File: config.mk
export PLATFORM = sky130hd
export DESIGN_NAME = cpu_req_queue_flat
export DESIGN_NICKNAME = d
export VERILOG_FILES = /design/src/rtl/cpu_req_queue_if.sv /design/src/rtl/cpu_req_queue.sv /design/src/flat_wrapper.sv
export SDC_FILE = /design/constraint.sdc
export NUM_CORES = 1
export LEC_CHECK = 0
export ABC_AREA = 1
export BUFFER_PORTS_ARGS = -buffer_cell sky130_fd_sc_hd__buf_2
export CAP_MARGIN = 25
export CORE_MARGIN = 3
export CORE_UTILIZATION = 50
export DETAILED_ROUTE_END_ITERATION = 16
export GPL_TIMING_DRIVEN = 1
export PLACE_DENSITY = 0.82
export RECOVER_POWER = 100
export SYNTH_ARGS = -nofsm -noshare
export SYNTH_HDL_FRONTEND = slang
export SYNTH_SLANG_ARGS = --single-unit
File: constraint.sdc
create_clock -name clk -period 1.75 [get_ports clk]
set_clock_uncertainty 0.05 [all_clocks]
set_input_delay 0.0875 -clock clk [delete_from_list [all_inputs] [get_ports clk]]
set_output_delay 0.0875 -clock clk [all_outputs]
set_load 0.05 [all_outputs]
File: src/rtl/cpu_req_queue_if.sv
// cpu_req_queue_if: producer handshake (request/response) and L1 CPU port
// bundled for cpu_req_queue. The slave modport is the queue itself; the
// master modport is the side that produces requests and models the L1.
interface cpu_req_queue_if #(
  parameter int ADDR_WIDTH = 11,
  parameter int DATA_WIDTH = 8
);
  logic                  req_valid;
  logic                  req_ready;
  logic                  req_write;
  logic [ADDR_WIDTH-1:0] req_addr;
  logic [DATA_WIDTH-1:0] req_wdata;

  logic                  rsp_valid;
  logic                  rsp_ready;
  logic                  rsp_write;
  logic [ADDR_WIDTH-1:0] rsp_addr;
  logic [DATA_WIDTH-1:0] rsp_rdata;

  logic [ADDR_WIDTH-1:0] cpu_addr;
  logic [DATA_WIDTH-1:0] cpu_data_in;
  logic                  cpu_read;
  logic                  cpu_write;
  logic [DATA_WIDTH-1:0] cpu_data_out;
  logic                  cpu_ready;

  modport master (
    output req_valid, req_write, req_addr, req_wdata, rsp_ready,
           cpu_data_out, cpu_ready,
    input  req_ready, rsp_valid, rsp_write, rsp_addr, rsp_rdata,
           cpu_addr, cpu_data_in, cpu_read, cpu_write
  );

  modport slave (
    input  req_valid, req_write, req_addr, req_wdata, rsp_ready,
           cpu_data_out, cpu_ready,
    output req_ready, rsp_valid, rsp_write, rsp_addr, rsp_rdata,
           cpu_addr, cpu_data_in, cpu_read, cpu_write
  );
endinterface

File: src/rtl/cpu_req_queue.sv
// cpu_req_queue: request FIFO in front of the L1 CPU port. Each queued
// request is replayed as a one-cycle strobe, the L1 completion is awaited
// (ignoring cpu_ready for one settle cycle) and the result is held on the
// response handshake. One L1 access is outstanding at a time.
// Optional feature macro: CPU_REQ_TIMEOUT_EN (bounds the L1 wait and sets
// the sticky timeout_err flag).
module cpu_req_queue #(
  parameter int ADDR_WIDTH     = 11,
  parameter int DATA_WIDTH     = 8,
  parameter int FIFO_DEPTH     = 4,
  parameter int TIMEOUT_CYCLES = 255
) (
  input  logic                             clk,
  input  logic                             rst,
  cpu_req_queue_if.slave                   bus,
  output logic [$clog2(FIFO_DEPTH+1)-1:0]  count,
  output logic                             busy,
  output logic                             timeout_err
);

  localparam int CNT_W = $clog2(FIFO_DEPTH + 1);
  localparam int PTR_W = $clog2(FIFO_DEPTH);
  localparam int TMO_W = $clog2(TIMEOUT_CYCLES + 1);
  localparam int ENT_W = 1 + ADDR_WIDTH + DATA_WIDTH;

`ifdef CPU_REQ_TIMEOUT_EN
  localparam bit TMO_EN = 1'b1;
`else
  localparam bit TMO_EN = 1'b0;
`endif

  typedef enum logic [2:0] {S_IDLE, S_ISSUE, S_SETTLE, S_WAIT, S_RESP} state_t;

  state_t                state_q, state_d;
  logic [ENT_W-1:0]      mem_q [FIFO_DEPTH];
  logic [PTR_W-1:0]      wr_ptr_q, wr_ptr_d, rd_ptr_q, rd_ptr_d;
  logic [CNT_W-1:0]      count_q, count_d;
  logic [ADDR_WIDTH-1:0] cpu_addr_q, cpu_addr_d, rsp_addr_q, rsp_addr_d;
  logic [DATA_WIDTH-1:0] cpu_data_q, cpu_data_d, rsp_rdata_q, rsp_rdata_d;
  logic                  rsp_write_q, rsp_write_d;
  logic                  timeout_err_q, timeout_err_d;
  logic [TMO_W-1:0]      tmo_q, tmo_d;

  logic                  full, empty, push, pop, tmo_hit;
  logic [ENT_W-1:0]      head;

  // A full FIFO refuses pushes even when a pop happens in the same cycle.
  assign full    = (count_q == CNT_W'(FIFO_DEPTH));
  assign empty   = (count_q == '0);
  assign push    = bus.req_valid && !full;
  assign pop     = (state_q == S_IDLE) && !empty;
  assign head    = mem_q[rd_ptr_q];
  // The counter holds the SETTLE/WAIT cycles already spent; the limit is
  // hit on the WAIT cycle whose increment would reach TIMEOUT_CYCLES.
  assign tmo_hit = TMO_EN && (tmo_q >= TMO_W'(TIMEOUT_CYCLES - 1));

  // FIFO storage: payload only, validity is tracked by the pointers.
  always_ff @(posedge clk) begin
    if (push) begin
      mem_q[wr_ptr_q] <= {bus.req_write, bus.req_addr, bus.req_wdata};
    end
  end

  // FIFO pointers and occupancy; power-of-two depth wraps naturally.
  always_comb begin
    wr_ptr_d = push ? wr_ptr_q + PTR_W'(1) : wr_ptr_q;
    rd_ptr_d = pop  ? rd_ptr_q + PTR_W'(1) : rd_ptr_q;
    count_d  = count_q;
    case ({push, pop})
      2'b10:   count_d = count_q + CNT_W'(1);
      2'b01:   count_d = count_q - CNT_W'(1);
      default: count_d = count_q;
    endcase
  end

  // Access sequencer: next state plus the registered address/data/response.
  always_comb begin
    state_d       = state_q;
    cpu_addr_d    = cpu_addr_q;
    cpu_data_d    = cpu_data_q;
    rsp_addr_d    = rsp_addr_q;
    rsp_write_d   = rsp_write_q;
    rsp_rdata_d   = rsp_rdata_q;
    timeout_err_d = timeout_err_q;
    tmo_d         = tmo_q;
    case (state_q)
      S_IDLE: begin
        if (pop) begin
          rsp_write_d = head[ENT_W-1];
          cpu_addr_d  = head[DATA_WIDTH +: ADDR_WIDTH];
          rsp_addr_d  = head[DATA_WIDTH +: ADDR_WIDTH];
          cpu_data_d  = head[DATA_WIDTH-1:0];
          state_d     = S_ISSUE;
        end
      end
      S_ISSUE: begin
        tmo_d   = '0;
        state_d = S_SETTLE;
      end
      S_SETTLE: begin
        // cpu_ready may still reflect the previous access here.
        tmo_d   = tmo_q + TMO_W'(1);
        state_d = S_WAIT;
      end
      S_WAIT: begin
        tmo_d = tmo_q + TMO_W'(1);
        if (bus.cpu_ready) begin
          rsp_rdata_d = rsp_write_q ? '0 : bus.cpu_data_out;
          state_d     = S_RESP;
        end else if (tmo_hit) begin
          rsp_rdata_d   = '0;
          timeout_err_d = 1'b1;
          state_d       = S_RESP;
        end
      end
      S_RESP: begin
        if (bus.rsp_ready) begin
          state_d = S_IDLE;
        end
      end
      default: state_d = S_IDLE;
    endcase
  end

  // State registers; reset discards the queue and any in-flight access.
  always_ff @(posedge clk) begin
    if (rst) begin
      state_q       <= S_IDLE;
      wr_ptr_q      <= '0;
      rd_ptr_q      <= '0;
      count_q       <= '0;
      cpu_addr_q    <= '0;
      cpu_data_q    <= '0;
      rsp_addr_q    <= '0;
      rsp_write_q   <= 1'b0;
      rsp_rdata_q   <= '0;
      timeout_err_q <= 1'b0;
      tmo_q         <= '0;
    end else begin
      state_q       <= state_d;
      wr_ptr_q      <= wr_ptr_d;
      rd_ptr_q      <= rd_ptr_d;
      count_q       <= count_d;
      cpu_addr_q    <= cpu_addr_d;
      cpu_data_q    <= cpu_data_d;
      rsp_addr_q    <= rsp_addr_d;
      rsp_write_q   <= rsp_write_d;
      rsp_rdata_q   <= rsp_rdata_d;
      timeout_err_q <= timeout_err_d;
      tmo_q         <= tmo_d;
    end
  end

  assign bus.req_ready   = !full;
  assign bus.rsp_valid   = (state_q == S_RESP);
  assign bus.rsp_write   = rsp_write_q;
  assign bus.rsp_addr    = rsp_addr_q;
  assign bus.rsp_rdata   = rsp_rdata_q;
  assign bus.cpu_addr    = cpu_addr_q;
  assign bus.cpu_data_in = cpu_data_q;
  // Strobes are decoded from ISSUE only, so they can never overlap.
  assign bus.cpu_read    = (state_q == S_ISSUE) && !rsp_write_q;
  assign bus.cpu_write   = (state_q == S_ISSUE) &&  rsp_write_q;
  assign count           = count_q;
  assign busy            = (state_q != S_IDLE);
  assign timeout_err     = timeout_err_q;

endmodule

File: src/flat_wrapper.sv
// flat-port wrapper written by rule: the top's interface ports become plain ports
module cpu_req_queue_flat 
#(
  parameter int ADDR_WIDTH     = 11,
  parameter int DATA_WIDTH     = 8,
  parameter int FIFO_DEPTH     = 4,
  parameter int TIMEOUT_CYCLES = 255
)
  (clk, rst, count, busy, timeout_err, bus_req_valid, bus_req_write, bus_req_addr, bus_req_wdata, bus_rsp_ready, bus_cpu_data_out, bus_cpu_ready, bus_req_ready, bus_rsp_valid, bus_rsp_write, bus_rsp_addr, bus_rsp_rdata, bus_cpu_addr, bus_cpu_data_in, bus_cpu_read, bus_cpu_write);
  cpu_req_queue_if #(.ADDR_WIDTH(ADDR_WIDTH), .DATA_WIDTH(DATA_WIDTH)) bus_i ();
  input  logic clk;
  input  logic rst;
  output logic [$clog2(FIFO_DEPTH+1)-1:0] count;
  output logic busy;
  output logic timeout_err;
  input wire logic [$bits(bus_i.req_valid)-1:0] bus_req_valid;
  input wire logic [$bits(bus_i.req_write)-1:0] bus_req_write;
  input wire logic [$bits(bus_i.req_addr)-1:0] bus_req_addr;
  input wire logic [$bits(bus_i.req_wdata)-1:0] bus_req_wdata;
  input wire logic [$bits(bus_i.rsp_ready)-1:0] bus_rsp_ready;
  input wire logic [$bits(bus_i.cpu_data_out)-1:0] bus_cpu_data_out;
  input wire logic [$bits(bus_i.cpu_ready)-1:0] bus_cpu_ready;
  output wire logic [$bits(bus_i.req_ready)-1:0] bus_req_ready;
  output wire logic [$bits(bus_i.rsp_valid)-1:0] bus_rsp_valid;
  output wire logic [$bits(bus_i.rsp_write)-1:0] bus_rsp_write;
  output wire logic [$bits(bus_i.rsp_addr)-1:0] bus_rsp_addr;
  output wire logic [$bits(bus_i.rsp_rdata)-1:0] bus_rsp_rdata;
  output wire logic [$bits(bus_i.cpu_addr)-1:0] bus_cpu_addr;
  output wire logic [$bits(bus_i.cpu_data_in)-1:0] bus_cpu_data_in;
  output wire logic [$bits(bus_i.cpu_read)-1:0] bus_cpu_read;
  output wire logic [$bits(bus_i.cpu_write)-1:0] bus_cpu_write;
  assign bus_i.req_valid = bus_req_valid;
  assign bus_i.req_write = bus_req_write;
  assign bus_i.req_addr = bus_req_addr;
  assign bus_i.req_wdata = bus_req_wdata;
  assign bus_i.rsp_ready = bus_rsp_ready;
  assign bus_i.cpu_data_out = bus_cpu_data_out;
  assign bus_i.cpu_ready = bus_cpu_ready;
  assign bus_req_ready = bus_i.req_ready;
  assign bus_rsp_valid = bus_i.rsp_valid;
  assign bus_rsp_write = bus_i.rsp_write;
  assign bus_rsp_addr = bus_i.rsp_addr;
  assign bus_rsp_rdata = bus_i.rsp_rdata;
  assign bus_cpu_addr = bus_i.cpu_addr;
  assign bus_cpu_data_in = bus_i.cpu_data_in;
  assign bus_cpu_read = bus_i.cpu_read;
  assign bus_cpu_write = bus_i.cpu_write;
  cpu_req_queue #(.ADDR_WIDTH(ADDR_WIDTH), .DATA_WIDTH(DATA_WIDTH), .FIFO_DEPTH(FIFO_DEPTH), .TIMEOUT_CYCLES(TIMEOUT_CYCLES)) u_core (.clk(clk), .rst(rst), .bus(bus_i), .count(count), .busy(busy), .timeout_err(timeout_err));
endmodule
* Word level (Yosys, flattened, before mapping) *
Memories as Yosys holds them, arrays and structs flattened. A register that Yosys moved wholly into a read port is not among the register bits.
Cells that the tools add are included.

cells by class
  add/subtract/negate cells = 4
  reduce and logical (&&, ||, !) cells = 14
  eq/ne operators = 10
  muxes and demuxes = 8

operators by type and width
  kind                 number
  $pmux 3 s5           1
  $mux 3               3
  $mux 8               1
  $eq 3x2->1 const B   2
  $eq 3x3->1 const B   2
  $logic_not 3->1      2
  $pmux 3 s2           1
  $add 2x1->2 const B  2
  $logic_and 1x1->1    4
  $ne 2x2->1 const B   2
  $reduce_and 2->1     2
  $add 3x1->3 const B  1
  $eq 3x1->1 const B   1
  $logic_not 1->1      3
  $reduce_and 3->1     1
  $reduce_bool 3->1    1
  $sub 3x1->3 const B  1
  $eq 2x1->1 const B   1
  $eq 2x2->1 const B   1
  $mux 1               2
  $ne 2x1->1 const B   1
  $reduce_bool 2->1    1

word-level totals
  RAM bits = 80
  output and inout port bits = 48
  register bits = 18
  bits of input ports = 33
  memories = 1

memory list
  memory        words  bits a word  read ports  clocked after Yosys merged registers in  wr ports  line                 text
  u_core.mem_q  4      20           1           1                                        1         cpu_req_queue.sv:35  logic [ENT_W-1:0] mem_q [FIFO_DEPTH];

* Longest topological paths before layout *
  word-level depth = 5
  gate-level depth with buffers = 13
  gate-level depth less buffers = 12

* Worst setup path after synthesis *
No wires, ideal clock.

  path type = reg2reg
  from = reg u_core.count_q[0], in the netlist u_core.count[0]
  to = mem u_core.mem_q[0][0] (netlist name) (enable)
  path slack = -0.933 ns
  buffers on the path = 0
  arrival = 2.236 ns
  cell stages (with the launch flop) = 5
  required time = 1.303 ns
  setup time = 0.397 ns
  cell sequence = dfxtp_1 > nor2_1 > nand2_1 > nand2_2 > nor2_1

on the way
  word-level cells in the longest chain between the ends = 5

RTL lines
  item                          line                  text
  start, declared               cpu_req_queue.sv:37   logic [CNT_W-1:0] count_q, count_d;
  start signal, assigned        cpu_req_queue.sv:143  count_q <= count_d;
  $eq 3x3->1                    cpu_req_queue.sv:48   assign full = (count_q == CNT_W'(FIFO_DEPTH));
  $logic_not 1->1               n/a
  named net bus_req_ready       flat_wrapper.sv:23    output wire logic [$bits(bus_i.req_ready)-1:0] bus_req_ready;
  $logic_and 1x1->1             cpu_req_queue.sv:50   assign push = bus.req_valid && !full;
  $mux 1                        cpu_req_queue.sv:59   if (push) begin
  $mux 1 (not written as such)  cpu_req_queue.sv:60   mem_q[wr_ptr_q] <= {bus.req_write, bus.req_addr, bus.req_wdata};
  end, declared                 cpu_req_queue.sv:35

The timed path passes the listed nets, and every way through them passes these cells.

* Worst setup path after layout *
  from = reg u_core.count_q[0], in the netlist u_core.count[0]
  to = reg u_core.count_q[1], in the netlist u_core.count[1]

on the way
  word-level cells in the longest chain between the ends = 5

RTL lines
  item                                             line                                      text
  $eq 3x3->1 or $logic_not 3->1 (tied branches)    cpu_req_queue.sv:48, cpu_req_queue.sv:49
  $logic_not 1->1 (on tied branches)               cpu_req_queue.sv:50, cpu_req_queue.sv:51
  $logic_and 1x1->1 (on tied branches)             cpu_req_queue.sv:50, cpu_req_queue.sv:51
  $eq 2x1->1 or $eq 2x2->1 (tied branches)         cpu_req_queue.sv:69                       case ({push, pop})
  $pmux 3 s2 or $reduce_bool 2->1 (tied branches)  n/a

Parallel ways exist; a longest one is shown, timed or not.
A chain may end at the register's enable or synchronous reset.

==> run summary <==
The flow ran to the end, and the final reports show no timing, DRC or antenna violations. The starting density of the core is 53.1%. Across the run, the number of max-cap violations was 0. Leaving out fill and tap cells, the most frequent cell in the layout is sky130_fd_sc_hd__nor2_1.

Along the worst path, the maximum fanout reaches 3. The sequential share of the synthesized area came out at 66.4%. The worst setup path is of the register to register kind. The slowest stage of the critical path is the sky130_fd_sc_hd__fa_2 cell. The leftover overflow at the end of global routing came out at 0. The cell type contributing the most total cell area after synthesis is sky130_fd_sc_hd__edfxtp_1. The total count of hold-check failures in the final report is 0. In this run, placement finished with an instance count of about 640.

Setup repair after global routing could not meet its margin everywhere. about 80 I/O pins were placed. The source-to-sink clock delay at the later pin of the worst-skew pair is approximately 0.53 ns. The finished cells cover 0.00635 mm^2. The die outline area is approximately 0.011 mm^2. The maximum vdd drop came out at 0.000812 V. Walking the worst path, the cells encountered are nor2_4 > nand2_4 > nand3_4 > inv_4 > ha_4 > inv_4 > fa_2 > nor2_2 > a21oi_2 > nor2_1. In this run the number of H-tree levels came out at 4.

The number of fill cells is 599. The utilization of the core after routing is 70.7%. In this run the core area contains 34 standard-cell rows. For the worst setup path, the data required time is 2.15 ns.

The number of global-route vias before repair came out at 3604. The fmax came out at 581 MHz. In this run the worst hold path is classified as input port to register. The via count came out at between 3k and 4k. The clock drives 118 sinks. The number of cells produced by synthesis came out at 451. The count of warnings emitted by yosys is 0. The number of clock buffers added by TritonCTS is 17. The largest single stage delay on the critical path is 0.43 ns. The total power consumption of the routed design is 12.5 mW.

The placeable core region is 0.00898 mm^2. The filler-free cell count of the finished design is between 700 and 800. The vertical die dimension is just over 100 um. The sum of net half-perimeters after detailed placement is 6.32 mm. The number of antenna repair diodes came out at 0.

Clock tree synthesis selected as its root buffer the cell sky130_fd_sc_hd__clkbuf_8. The mean post-synth cell area came out at 10.6 um^2. The final critical path time including I/O delays and setup is 1.72 ns. In this run, distinct cell masters in the synthesized netlist total 29. The final max-slew violation count came out at 0. The aggregate routed wire length came out at 10.7 mm. Summing every instance area after synthesis gives 0.00476 mm^2.

Summing all placed instances gives a cell area of 0.00530 mm^2. The number of design rule violations left after detail routing is 0. The worst hold slack came out at 0.306 ns. Compared with the post-synthesis result, the final layout area differs by 33.3%. The top cell type's share of synthesized area came out at 50.4%. The worst setup path is launched from a register. The leakage power summed over all cells is around 2.6 nW. The width of the die came out at 104 um. The synthesized flop and latch total is 118.

The final weighted congestion in routability-driven placement is 0.777. Among the stages of the critical path, the cell type that occurs most often is sky130_fd_sc_hd__inv_4. The worst setup path is captured at a register. The global-route wire length before repair came out at 17.3 mm. The count of nets left with antenna violations once routing finished came out at 0.

The number of I/O port buffers came out at between 70 and 80. The violation count after the first detailed-routing iteration is 242. The first detailed-routing pass ran for 5 iterations.

The proportion of layout cells with a drive suffix above 1 is between 20% and 30%. The number of nets in the layout is 611. The worst path arrival time is 2.13 ns. The wire length per cell after detailed routing is 15.0 um. The CTS tree is yes. The maximum root-to-sink buffer count is 2. Leaving out fill and tap cells, the most frequent cells in the layout are sky130_fd_sc_hd__nor2_1 (132), sky130_fd_sc_hd__edfxtp_1 (80), sky130_fd_sc_hd__buf_2 (57). Setup violations remaining at the end of the flow were counted as 0. The number of nets handed over by synthesis was 490. The number of antenna violations at the first check in global routing came out at 0. In the post-synthesis netlist, the biggest area contributors are sky130_fd_sc_hd__edfxtp_1 (50%), sky130_fd_sc_hd__dfxtp_1 (16%), sky130_fd_sc_hd__nor2_1 (11%). Entering global routing, the biggest net connects 44 pins.

The power density normalized to cell area is about 2000 mW/mm^2. The average via count per standard cell came out at 5.07. After clock tree synthesis, the clock-pin slew on the worst setup and hold paths is 0.06 ns.

After layout, the worst path uses a little over nine tenths of the clock period. Global routing used 20.6% of the available tracks.
layer usage:
| metal | GRT usage, % | up-vias | routed length (um) |
|---|---|---|---|
| li1 | - | 1742 | - |
| met1 | 23.6 | 1690 | 4290 |
| met2 | 34.7 | 145 | 5400 |
| met3 | 7.46 | 29 | 759 |
| met4 | 9.40 | 0 | 239 |
| met5 | 0 | - | 0 |
what timing repair did:
action | in CTS | in global routing
endpoints found under the setup margin | 0 | 7
hold buffers | 35 | 0
setup buffers | 0 | 6
resized for setup | 0 | 18
hold endpoints to repair | 96 | 0
worst max-delay path, delay by kind of cell, from the launching register on:
| kind | cells | cell delay [ns] |
|---|---|---|
| DFF | 1 | 0.35 |
| AOI/OAI and AO/OA | 1 | 0.04 |
| buffers and inverters | 2 | 0.10 |
| and+or+nand+nor | 5 | 0.52 |
| adders and majority gates | 2 | 0.58 |
metrics by stage:
step | TNS, ns | setup WS (ns)
2_1_floorplan | -3.79 | -0.161
3_3_place_gp | 0 | 0.121
3_5_place_dp | 0 | 0.0472
4_1_cts | 0 | 0.00346
5_1_grt | -0.158 | -0.0683
6_report | 0 | 0.0281
sequential cells by signal, summed over array words and instances, names as in the netlist:
register / cells
u_core.state_q: 3
u_core.bus.cpu_addr: 11
u_core.bus.cpu_data_in: 8
u_core.bus.rsp_rdata: 8
u_core.rd_ptr_q: 2
u_core.count: 3
u_core.wr_ptr_q: 2
u_core.bus.rsp_write: 1
u_core.mem_q: 80
cell type report:
| type | instances | area [um^2] | area share, % |
|---|---|---|---|
| clock inverter | 15 | 210 | 3.31 |
| timing repair buffer | 134 | 933 | 14.7 |
| inverter | 21 | 90.1 | 1.42 |
| clock buffer | 17 | 414 | 6.52 |
| sequential | 118 | 3180 | 50.0 |
| tap | 126 | 158 | 2.48 |
| multi-input combinational | 280 | 1370 | 21.5 |
worst paths after layout:
check	startpoint	end	slack, ns	cells past startpoint
worst max-delay path	u_core.count[0]$_SDFFE_PP0P_	u_core.count[1]$_SDFFE_PP0P_	0.03	10
worst min-delay path	bus_req_wdata[4]	u_core.mem_q[2][4]$_DFFE_PP_	0.31	2
worst max register to register	u_core.count[0]$_SDFFE_PP0P_	u_core.count[1]$_SDFFE_PP0P_	0.03	10
worst min register to register	u_core.bus.rsp_rdata[7]$_SDFFE_PP0P_	u_core.bus.rsp_rdata[7]$_SDFFE_PP0P_	0.42	2
cells in the mapped netlist:
cell,n
sky130_fd_sc_hd__nor2_1,139
sky130_fd_sc_hd__clkbuf_1,3
sky130_fd_sc_hd__buf_4,15
sky130_fd_sc_hd__inv_4,2
sky130_fd_sc_hd__nand2_2,1
sky130_fd_sc_hd__ha_1,5
sky130_fd_sc_hd__nor2_8,1
sky130_fd_sc_hd__fa_1,1
sky130_fd_sc_hd__nor2_4,1
sky130_fd_sc_hd__nand3_4,1
sky130_fd_sc_hd__nand3_1,9
sky130_fd_sc_hd__o21ai_1,47
sky130_fd_sc_hd__nand3_2,1
sky130_fd_sc_hd__o21ai_0,18
sky130_fd_sc_hd__conb_1,1
sky130_fd_sc_hd__inv_2,3
sky130_fd_sc_hd__o21a_1,1
sky130_fd_sc_hd__buf_6,6
sky130_fd_sc_hd__clkinv_1,1
sky130_fd_sc_hd__o21ai_2,1
sky130_fd_sc_hd__buf_2,7
sky130_fd_sc_hd__nand2_1,36
sky130_fd_sc_hd__edfxtp_1,80
sky130_fd_sc_hd__dfxtp_1,38
sky130_fd_sc_hd__a21oi_1,15
sky130_fd_sc_hd__a21oi_2,1
sky130_fd_sc_hd__inv_1,15
sky130_fd_sc_hd__clkbuf_2,1
sky130_fd_sc_hd__a31oi_1,1
report_power, final:
group	total, mW	internal (mW)	leakage [nW]	switching (mW)
sequential	3.85	3.55	1.05	0.296
clock	3.65	2.43	0.299	1.21
combinational	4.98	1.38	1.20	3.60
cell families after synthesis:
family                     count (synthesis)  synth area share [%]
and+or+nand+nor                          189                  16.1
DFF                                      118                  66.4
AOI/OAI and AO/OA                         84                  9.06
buffers and inverters                     53                  6.62
adders and majority gates                  6                  1.73
other                                      1                0.0787
Note: power is estimated with default switching activity, not from simulation.
